**src/rtl/imem_boot_loader_pkg.sv**
```systemverilog
// Shared types and sizing constants for the instruction-memory boot loader.
package imem_boot_loader_pkg;

  localparam int unsigned HDR_BYTES      = 2;
  localparam int unsigned BYTES_PER_WORD = 4;
  localparam int unsigned WORD_W         = 8 * BYTES_PER_WORD;

  typedef enum logic [2:0] {
    HDR_LO  = 3'd0,
    HDR_HI  = 3'd1,
    COLLECT = 3'd2,
    WRITE   = 3'd3,
    RUN     = 3'd4,
    ERR     = 3'd5
  } state_t;

endpackage

```
**src/rtl/imem_boot_loader_byte_word_assembler.sv**
```systemverilog
// Packs a byte stream into little-endian words; word_c already includes the byte
// being accepted so the caller can capture a full word on the fourth byte.
module byte_word_assembler
  import imem_boot_loader_pkg::*;
(
  input  logic              clk,
  input  logic              reset,
  input  logic              byte_valid,
  input  logic [7:0]        byte_data,
  input  logic              clear,
  output logic [WORD_W-1:0] word_c,
  output logic              word_complete_c
);

  localparam int unsigned IDX_W = $clog2(BYTES_PER_WORD);

  logic [IDX_W-1:0]  idx_q;
  logic [WORD_W-1:0] shift_q;

  always_comb begin
    word_c = shift_q;
    if (byte_valid) word_c[{idx_q, 3'b000} +: 8] = byte_data;
    word_complete_c = byte_valid && (idx_q == IDX_W'(BYTES_PER_WORD - 1));
  end

  always_ff @(posedge clk) begin
    if (!reset || clear) begin
      idx_q   <= '0;
      shift_q <= '0;
    end else if (byte_valid) begin
      shift_q <= word_c;
      idx_q   <= word_complete_c ? '0 : idx_q + IDX_W'(1);
    end
  end

endmodule

```
**src/rtl/imem_boot_loader.sv**
```systemverilog
// Streams a length-prefixed program image into instruction memory, holding the
// CPU in reset until the last word is written.
module imem_boot_loader
  import imem_boot_loader_pkg::*;
#(
  parameter int unsigned ADDR_W     = 10,
  parameter int unsigned IMEM_DEPTH = 1024,
  parameter int unsigned BASE_ADDR  = 0
) (
  input  logic              clk,
  input  logic              reset,
  input  logic              s_valid,
  input  logic [7:0]        s_data,
  output logic              s_ready,
  input  logic              reload,
  output logic              load_ins,
  output logic [ADDR_W-1:0] load_addr,
  output logic [WORD_W-1:0] load_data,
  output logic              cpu_hold,
  output logic              done,
  output logic              error
);

  localparam int unsigned CNT_W = 8 * HDR_BYTES;

  state_t             state_q, state_d;
  logic [CNT_W-1:0]   cnt_q, cnt_d;
  logic [CNT_W-1:0]   wr_cnt_q, wr_cnt_d;
  logic [ADDR_W-1:0]  word_addr_q, word_addr_d;
  logic               xfer_c;
  logic               asm_clear_c;
  logic [WORD_W-1:0]  word_c;
  logic               word_complete_c;
  logic               load_ins_d;
  logic [ADDR_W-1:0]  load_addr_d;
  logic [WORD_W-1:0]  load_data_d;
  logic               s_ready_d, cpu_hold_d, done_d, error_d;

  assign xfer_c = s_valid && s_ready;

  byte_word_assembler u_asm (
    .clk             (clk),
    .reset           (reset),
    .byte_valid      (xfer_c && (state_q == COLLECT)),
    .byte_data       (s_data),
    .clear           (asm_clear_c),
    .word_c          (word_c),
    .word_complete_c (word_complete_c)
  );

  // Next-state, counters and registered-output inputs.
  always_comb begin
    state_d     = state_q;
    cnt_d       = cnt_q;
    wr_cnt_d    = wr_cnt_q;
    word_addr_d = word_addr_q;
    asm_clear_c = 1'b0;
    load_ins_d  = 1'b0;
    load_addr_d = load_addr;
    load_data_d = load_data;
    unique case (state_q)
      HDR_LO: if (xfer_c) begin
        cnt_d[7:0] = s_data;
        state_d    = HDR_HI;
      end
      HDR_HI: if (xfer_c) begin
        cnt_d[CNT_W-1:8] = s_data;
        // Header is rejected when empty or larger than the memory.
        if (cnt_d == '0 || {1'b0, cnt_d} > (CNT_W + 1)'(IMEM_DEPTH)) begin
          state_d = ERR;
        end else begin
          state_d     = COLLECT;
          wr_cnt_d    = '0;
          word_addr_d = ADDR_W'(BASE_ADDR);
          asm_clear_c = 1'b1;
        end
      end
      COLLECT: if (word_complete_c) begin
        state_d     = WRITE;
        load_ins_d  = 1'b1;
        load_addr_d = word_addr_q;
        load_data_d = word_c;
      end
      WRITE: begin
        wr_cnt_d = wr_cnt_q + CNT_W'(1);
        if (wr_cnt_d == cnt_q) begin
          state_d = RUN;
        end else begin
          word_addr_d = word_addr_q + ADDR_W'(1);
          state_d     = COLLECT;
        end
      end
      RUN, ERR: if (reload) begin
        state_d = HDR_LO;
        cnt_d   = '0;
      end
      default: state_d = HDR_LO;
    endcase
    s_ready_d  = (state_d == HDR_LO) || (state_d == HDR_HI) || (state_d == COLLECT);
    done_d     = (state_q == RUN) && (state_d == RUN);
    error_d    = (state_q == ERR) && (state_d == ERR);
    cpu_hold_d = !done_d;
  end

  always_ff @(posedge clk) begin
    if (!reset) begin
      state_q     <= HDR_LO;
      cnt_q       <= '0;
      wr_cnt_q    <= '0;
      word_addr_q <= '0;
      s_ready     <= 1'b1;
      load_ins    <= 1'b0;
      load_addr   <= '0;
      load_data   <= '0;
      cpu_hold    <= 1'b1;
      done        <= 1'b0;
      error       <= 1'b0;
    end else begin
      state_q     <= state_d;
      cnt_q       <= cnt_d;
      wr_cnt_q    <= wr_cnt_d;
      word_addr_q <= word_addr_d;
      s_ready     <= s_ready_d;
      load_ins    <= load_ins_d;
      load_addr   <= load_addr_d;
      load_data   <= load_data_d;
      cpu_hold    <= cpu_hold_d;
      done        <= done_d;
      error       <= error_d;
    end
  end

endmodule

```
**config.mk**
```make
export PLATFORM = sky130hd
export DESIGN_NAME = imem_boot_loader
export DESIGN_NICKNAME = d
export VERILOG_FILES = /design/src/rtl/imem_boot_loader_pkg.sv /design/src/rtl/imem_boot_loader_byte_word_assembler.sv /design/src/rtl/imem_boot_loader.sv
export SDC_FILE = /design/constraint.sdc
export NUM_CORES = 1
export LEC_CHECK = 0
export ABC_AREA = 0
export BUFFER_PORTS_ARGS = -buffer_cell sky130_fd_sc_hd__clkbuf_2
export CAP_MARGIN = 5
export CORE_ASPECT_RATIO = 0.6
export CORE_MARGIN = 3
export CORE_UTILIZATION = 60
export CTS_CLUSTER_SIZE = 40
export DETAILED_ROUTE_END_ITERATION = 8
export HOLD_SLACK_MARGIN = 0.1
export PLACE_DENSITY = 0.91
export SYNTH_ARGS = -nofsm -noshare
export SYNTH_HDL_FRONTEND = slang
export SYNTH_SLANG_ARGS = --single-unit
```
**constraint.sdc**
```tcl
create_clock -name clk -period 4.2 [get_ports clk]
set_clock_uncertainty 0.1 [all_clocks]
set_input_delay 0 -clock clk [delete_from_list [all_inputs] [get_ports clk]]
set_output_delay 0 -clock clk [all_outputs]
set_load 0.01 [all_outputs]
```
## After elaboration in Yosys (flattened, before gate mapping)

Index checks and enable logic that the tools add are counted.

- Flip-flop bits (word level): 126
- Input port bits: 12
- Output and inout bits: 47
- Word-level logic and storage cells: 86

- Add/subtract/negate cells: 4
- Order comparisons: 1
- Equal/unequal tests: 16
- Shift operators: 2
- Muxes and demuxes: 25
- Reductions and logical operators: 24

Operators with widths:

| operator | count |
|---|---|
| $mux W16 | 3 |
| $bwmux W32 | 1 |
| $mux W32 | 1 |
| $pmux W16 S2 | 1 |
| $pmux W8 S2 | 2 |
| $shift A8 B7 Y32 const A | 1 |
| $shiftx A8 B7 Y32 | 1 |
| $mux W10 | 3 |
| $pmux W10 S2 | 1 |
| $mux W3 | 6 |
| $add A16 B1 Y16 const B | 1 |
| $eq A16 B16 Y1 | 1 |
| $gt A16 B11 Y1 const B | 1 |
| $logic_not A16 Y1 | 1 |
| $pmux W3 S5 | 1 |
| $eq A3 B3 Y1 const B | 4 |
| $add A10 B1 Y10 const B | 1 |
| $ne A2 B2 Y1 const B | 5 |
| $eq A3 B2 Y1 const B | 3 |
| $reduce_and A3 Y1 | 3 |
| $mux W8 | 1 |
| $neg A5 Y7 | 1 |
| $eq A3 B1 Y1 const B | 2 |
| $logic_not A3 Y1 | 2 |
| other kinds (11) | 25 |

## Depth between registers and ports, before layout

Gate-level depths: netlist of run 1.

- Depth after elaboration: 8
- Depth in mapped cells: 9
- Depth with buffers taken out: 8

## Modules after synthesis

A second synthesis of run 1 with hierarchy kept.

- Cell total of the unflattened synthesis: 696
- Area, all modules: 5,769.3 sq um

By module, submodules not included:

| module | instances | cells each | area an instance (sq um) |
|---|---|---|---|
| imem_boot_loader | 1 | 534 | 4,200.3 |
| byte_word_assembler | 1 | 162 | 1,569.0 |

## Worst setup path after synthesis of run 1

Ideal clock, no wire load.

- Kind: flip-flop to flip-flop
- Start: reg wr_cnt_q[0]
- End: reg word_addr_q[0]
- Setup time: 0.121 ns
- Arrival: 2.420 ns
- Required time: 3.979 ns
- Slack: 1.559 ns
- Cell stages (with the launch flop): 10
- Path buffers: 1
- Cells stage by stage: dfxtp_1 -> ha_1 -> nand3_1 -> or4_4 -> xnor2_2 -> nand4_1 -> nor4_4 -> buf_6 -> nor2_2 -> mux2i_1

- Word-level cells in the longest chain between the ends: 4

RTL lines:

| what | RTL line | text |
|---|---|---|
| start: declaration | imem_boot_loader.sv:28 | `logic [CNT_W-1:0] wr_cnt_q, wr_cnt_d;` |
| start signal: assignment | imem_boot_loader.sv:121 | `wr_cnt_q <= wr_cnt_d;` |
| $add A16 B1 Y16 | imem_boot_loader.sv:85 | `wr_cnt_d = wr_cnt_q + CNT_W'(1);` |
| $eq A16 B16 Y1 | imem_boot_loader.sv:86 | `if (wr_cnt_d == cnt_q) begin` |
| $ne A2 B2 Y1 (no line) | -- |  |
| $reduce_and A4 Y1 (no line) | -- |  |
| end signal: assignment | imem_boot_loader.sv:122 | `word_addr_q <= word_addr_d;` |
| end: declaration | imem_boot_loader.sv:29 | `logic [ADDR_W-1:0] word_addr_q, word_addr_d;` |

No other way between the ends.
A chain may end at the register's enable or synchronous reset.

## Worst setup path after layout of run 1

- Start: reg wr_cnt_q[0]
- End: reg word_addr_q[2]

Same word-level chain as after synthesis.

==> run metrics, run 1 <==
final setup violating endpoints 0; cells after synthesis 627; min Tclk post-route 3.37 ns; total power density per cell area 432 nW/um2; Clk pwr share 53.4%; Synth Cell Area 5420 um2; Gate power share 5.2%; kind of start point of the critical path flip-flop; Synth cell types 56; mean instance size in the synthesized netlist 8.64 um2; Placement Rows 26; Register-to-Register Setup Slack 0.83 ns; portion of the clock cycle consumed by the worst path in the final layout 80.2%; Post-synth EDFFs 0; number of buffers inserted to repair setup after CTS 0; final HPWL from detailed placement 9510 um; worst path bufs/invs 0; global-route wire length before repair 23400 um; Max VDD drop 0.368 mV; PnR Total Power 2.78 mW; number of CTS-inserted buffers 17; IO Port Bufs 58; cell at the root of the clock tree sky130_fd_sc_hd__clkbuf_16; commonest cells in the synthesized netlist sky130_fd_sc_hd__dfxtp_1 (118), sky130_fd_sc_hd__nand2_1 (89), sky130_fd_sc_hd__nor2_1 (43), sky130_fd_sc_hd__a21oi_1 (39), sky130_fd_sc_hd__and3_1 (31); max-slew headroom at the worst pin 20.8%; Starting DRT DRC Count 657; die area 10200 um2; Slowest-stage cell, CP sky130_fd_sc_hd__nor4_4; placed cells 764; largest buffer count on any clock path 2; Final Hold Violating Endpoints 0; maximum number of pins on one net before global-route repair 59; sum of routed wire length over all layers 14900 um; Antenna Diode Count 0; antenna violations before repair 0; worst flop-to-flop path endpoint word_addr_q[2]$_SDFFE_PN0P_; remaining global-route overflow 0; final weighted congestion in routability-driven placement 0.934; FMAX 0.297 GHz; total cell area at the placement stage 5730 um2; hold path start s_valid; TritonRoute pass-1 iters 6; clock tree from TritonCTS yes; hold slack final 0.268 ns; GRT Overall Usage 29.1%; cell with the most instances after synthesis sky130_fd_sc_hd__dfxtp_1; non-filler instance count after layout 805; number of stages on the worst hold path 6; Syn-to-layout area delta 18.4%; placement-stage worst setup slack 0.946 ns; vias in the first global route 4660; type of the tightest min-delay check input pin to flip-flop; clock-pin slew reported for the worst setup and hold paths after clock tree synthesis 0.06 ns; number of pins with negative max-slew slack in the final report 0; Synthesis Warnings 0; top-level port count 59; Setup TNS Final 0 ns; result of the run complete, no violations; CP Data Arrival Time 3.61 ns; core area 8650 um2; Initial Util 62.6%; Worst-Margin Slew 1.18 ns; cell type contributing the most total cell area after synthesis sky130_fd_sc_hd__dfxtp_1; clock insertion delay at the later pin of the skew report 0.42 ns; layout net count 699; worst setup slack after layout 0.833 ns; kind of cell with the highest combined delay on the critical path simple AND/OR/NAND/NOR gates; area fraction of the dominant cell type after synthesis 43.6%; detailed-route DRC error count 0; Die Span Y 79.6 um; fraction of registers with async set or reset after synthesis 0%; switching power 0.642 mW; switching fraction of total power 23.1%; average wire per cell in the routed design 18.5 um; Crit path largest cell delay 0.78 ns; highest net fanout along the worst path 17; destination of the worst hold path state_q[1]$_SDFF_PN0_; leakage power summed over all cells 2.77 nW; class of the most critical setup path flip-flop to flip-flop; number of levels in the clock H-tree 4; Internal 2.13 mW; Setup crit start wr_cnt_q[0]$_SDFFE_PN0P_; Reg power frac 41.4%; most area-consuming cells after synthesis sky130_fd_sc_hd__dfxtp_1 (44%), sky130_fd_sc_hd__nand2_1 (6.2%), sky130_fd_sc_hd__o211a_1 (4.4%), sky130_fd_sc_hd__a21oi_1 (3.6%), sky130_fd_sc_hd__a21boi_0 (3.6%); # hold bufs at CTS 9; fraction of layout instances using a drive strength above 1 15.3%; Worst R2R Path Depth 8; fraction of the yosys area taken by sequential cells 43.6%; number of synthesized register bits 118; die outline width 129 um; required time at the endpoint of the critical path 4.44 ns; final core area utilization 74.2%; CTS Sinks 118; worst-path cell chain ha_1 > nand3_1 > or4_4 > xnor2_2 > nand4_1 > nor4_4 > o21ai_0 > a21oi_1; count of maximum capacitance violations 0; Routed Antenna Nets 0; ys flop type sky130_fd_sc_hd__dfxtp_1; launch instance of the worst register-to-register path wr_cnt_q[0]$_SDFFE_PN0P_; element type at the critical path end flip-flop; unrepaired setup endpoints after global routing no; drt via density 6.33; vias post-DR 5099; final instance area 6420 um2; post-cts repair resize count 0; Synthesized Nets 646
worst max-delay path by stage:
stage	endpoint	slack, ns	cells past startpoint
floorplan	word_addr_q[0]$_SDFFE_PN0P_	1.56	9
global placement	word_addr_q[2]$_SDFFE_PN0P_	1.19	8
detailed placement	word_addr_q[2]$_SDFFE_PN0P_	0.95	8
CTS	word_addr_q[2]$_SDFFE_PN0P_	0.89	8
global route	word_addr_q[2]$_SDFFE_PN0P_	0.53	8
finish	word_addr_q[2]$_SDFFE_PN0P_	0.83	8
cell type report:
cell class                 instances  area (um2)
clock inverter                    12         153
sequential                       118        2360
tap                              112         140
inverter                           9        33.8
clock buffer                      20         447
multi-input combinational        462        2870
timing repair buffer              72         418
fill                             586        2230
flip-flops by register name, summed over array words and instances (netlist names):
register and count:
cnt_q 16, cpu_hold 1, done 1, error 1, load_addr 10, load_data 32
load_ins 1, s_ready 1, state_q 3, u_asm.idx_q 2, u_asm.shift_q 24, word_addr_q 10
wr_cnt_q 16
metal layers:
layer  track usage (%)  wire, um  up-vias
met1              41.1      6530     2410
met3              6.82      1490       36
li1                  -         -     2354
met5                 0         0        -
met2              43.3      6540      299
met4              11.3       295        0
tightest hold or removal path, cell delays in order:
cell and delay, ns:
sky130_fd_sc_hd__clkbuf_2 0.10, sky130_fd_sc_hd__nand2_1 0.19, sky130_fd_sc_hd__nor3_1 0.10, sky130_fd_sc_hd__nand3b_1 0.15, sky130_fd_sc_hd__o31a_1 0.14, sky130_fd_sc_hd__nor3b_1 0.04
cell usage in the layout (no fill, tap or decap), drive strengths merged, types with 2 or more instances in the layout:
master and n:
and2 9, nand3 15, o211a 24, mux2i 3
o2111ai 2, nor3b 5, nor4 7, a21boi 26
o31ai 6, nor2 44, dlygate4sd3 9, nor2b 23
a31oi 4, ha 7, or3 8, clkbuf 78
o41ai 2, a21oi 39, o21ai 23, buf 5
and4 3, dfxtp 118, a22oi 20, and3 31
bufinv 3, a21o 3, clkinvlp 4, o21a 3
nand2b 3, or4 12, nor3 8, clkinv 4
inv 10, nand3b 4, xor2 7, nand4 10
xnor2 12, nand2 89
power by group through the flow:
stage	clock [mW]	combinational, mW	sequential (mW)
after floorplan	0	0.0922	1.17
after detailed placement	0	0.131	1.17
after CTS	1.48	0.140	1.15
after global routing	1.53	0.154	1.15
after global placement	0	0.125	1.17
final	1.48	0.146	1.15
kinds of logic after synthesis:
| group | count (synthesis) | synth area share [%] |
|---|---|---|
| xor+xnor | 19 | 3.21 |
| compound gates | 157 | 20.2 |
| fa+ha+maj | 7 | 1.62 |
| flops | 118 | 43.6 |
| mux | 3 | 0.554 |
| simple gates | 276 | 27.2 |
| buf+inv | 47 | 3.56 |
(Power assumes the default switching activity.)
==> run 2: changes to the inputs <==
Settings changed: CORE_UTILIZATION 60 to 53, PLACE_DENSITY 0.91 to 0.86.
Clock period 4.2 ns to 2.9 ns, I/O delays scaled along.
==> run 2 against run 1 <==
Non-clock buffer count increased by 14; sequential power increased by 44%; worst hold slack got worse by 0.12 ns.
==> run metrics, run 2 (synthesis results as in run 1) <==
result of the run complete, no violations; vias post-DR 5063; total power density per cell area 606 nW/um2; antenna violations before repair 0; portion of the clock cycle consumed by the worst path in the final layout 95.9%; final setup violating endpoints 0; drt via density 6.05; filler cell count 723; placement-stage worst setup slack 0.103 ns; clock-pin slew reported for the worst setup and hold paths after clock tree synthesis 0.05 ns; number of CTS-inserted buffers 17; number of buffers inserted to repair setup after CTS 0; leading cell type in the layout, fill and taps excluded sky130_fd_sc_hd__dfxtp_1; Routed Antenna Nets 0; unrepaired setup endpoints after global routing no; register with the most flip-flops load_data; min Tclk post-route 2.78 ns; Final Hold Violating Endpoints 0; die outline width 137 um; type of the tightest min-delay check input pin to flip-flop; PnR Total Power 4.01 mW; class of the most critical setup path flip-flop to flip-flop; Worst-Margin Slew 0.799 ns; max reg flops 32; max-slew headroom at the worst pin 46.6%; clock insertion delay at the later pin of the skew report 0.41 ns; Max VDD drop 0.483 mV; Placement Rows 27; Die Span Y 84.3 um; Initial Util 56.7%; final weighted congestion in routability-driven placement 0.954; vias in the first global route 4814; kind of start point of the critical path flip-flop; layout net count 713; remaining global-route overflow 0; required time at the endpoint of the critical path 3.16 ns; Setup TNS Final 0 ns; detailed-route DRC error count 0; global-route wire length before repair 24000 um; final HPWL from detailed placement 9980 um; number of pins with negative max-slew slack in the final report 0; number of levels in the clock H-tree 4; cell at the root of the clock tree sky130_fd_sc_hd__clkbuf_16; average wire per cell in the routed design 17.6 um; TritonRoute pass-1 iters 6; fraction of layout instances using a drive strength above 1 17.8%; top-level port count 59; leakage power summed over all cells 2.89 nW; Antenna Diode Count 0; Syn-to-layout area delta 22.1%; highest net fanout along the worst path 6; top library cells by usage in the layout, fill and taps aside sky130_fd_sc_hd__dfxtp_1 (115), sky130_fd_sc_hd__nand2_1 (89), sky130_fd_sc_hd__clkbuf_2 (58), sky130_fd_sc_hd__nor2_1 (43), sky130_fd_sc_hd__a21oi_1 (39); clock tree from TritonCTS yes; die area 11500 um2; largest buffer count on any clock path 2; CP Data Arrival Time 3.04 ns; worst setup slack after layout 0.118 ns; GRT Overall Usage 26.2%; Starting DRT DRC Count 508; sum of routed wire length over all layers 14800 um; CTS Sinks 118; largest registers in the final layout load_data (32), u_asm.shift_q (24); core area 9560 um2; element type at the critical path end flip-flop; IO Port Bufs 58; FMAX 0.359 GHz; count of maximum capacitance violations 0; maximum number of pins on one net before global-route repair 59
run 2: cell type report:
cell class,instances,area [um2],share of cell area (%)
clock buffer,20,457,6.90
clock inverter,12,151,2.29
inverter,9,33.8,0.510
multi-input combinational,462,2900,43.8
sequential,118,2370,35.7
tap,130,163,2.46
timing repair buffer,86,548,8.28
run 2: repair_timing:
action,CTS,global route
hold buffers,9,0
gates resized for setup,0,8
hold endpoints to repair,53,0
endpoints found under the setup margin,0,12
run 2: stage by stage:
step | std cells | hold slack [ns] | utilization [%] | area, um2
final | 837 | 0.151 | 69.2 | 6620
after global routing | 837 | 0.231 | 69.2 | 6620
after CTS | 837 | 0.136 | 68.8 | 6580
after detailed placement | 796 | 0.122 | 61.5 | 5880
after global placement | 796 | 0.117 | 61.5 | 5880
after floorplan | 627 | -0.0232 | - | 5420
run 2: critical path, stage by stage, from the launching register on:
cell and delay [ns]:
sky130_fd_sc_hd__dfxtp_2 0.36, sky130_fd_sc_hd__ha_1 0.24, sky130_fd_sc_hd__buf_4 0.16, sky130_fd_sc_hd__and3_1 0.24, sky130_fd_sc_hd__a21o_1 0.20, sky130_fd_sc_hd__a221oi_1 0.42
sky130_fd_sc_hd__o2111ai_1 0.22, sky130_fd_sc_hd__or4_1 0.53, sky130_fd_sc_hd__nand2_1 0.10, sky130_fd_sc_hd__and3_1 0.16
run 2: per-layer routing:
metal	wire (um)	part of all wire [%]	vias up	GRT usage [%]
met5	0	0	-	0
met4	221	1.5	0	8.87
met3	1420	9.6	30	6.95
met2	6530	44	248	39.1
met1	6600	45	2402	36.8
li1	-	-	2383	-
run 2: report_power, final:
group | internal [mW] | total, mW | switching, mW
Combinational | 0.0825 | 0.210 | 0.128
Sequential | 1.64 | 1.66 | 0.0210
Clock | 1.39 | 2.14 | 0.750
run 2: worst paths after layout:
path / startpoint / cells past startpoint / slack [ns] / end
worst max register to register: wr_cnt_q[0]$_SDFFE_PN0P_ / 9 / 0.12 / state_q[2]$_SDFF_PN0_
worst min register to register: load_data[24]$_SDFFE_PN0P_ / 2 / 0.37 / load_data[24]$_SDFFE_PN0P_
worst max-delay path: wr_cnt_q[0]$_SDFFE_PN0P_ / 9 / 0.12 / state_q[2]$_SDFF_PN0_
worst min-delay path: s_valid / 6 / 0.15 / state_q[0]$_SDFF_PN0_
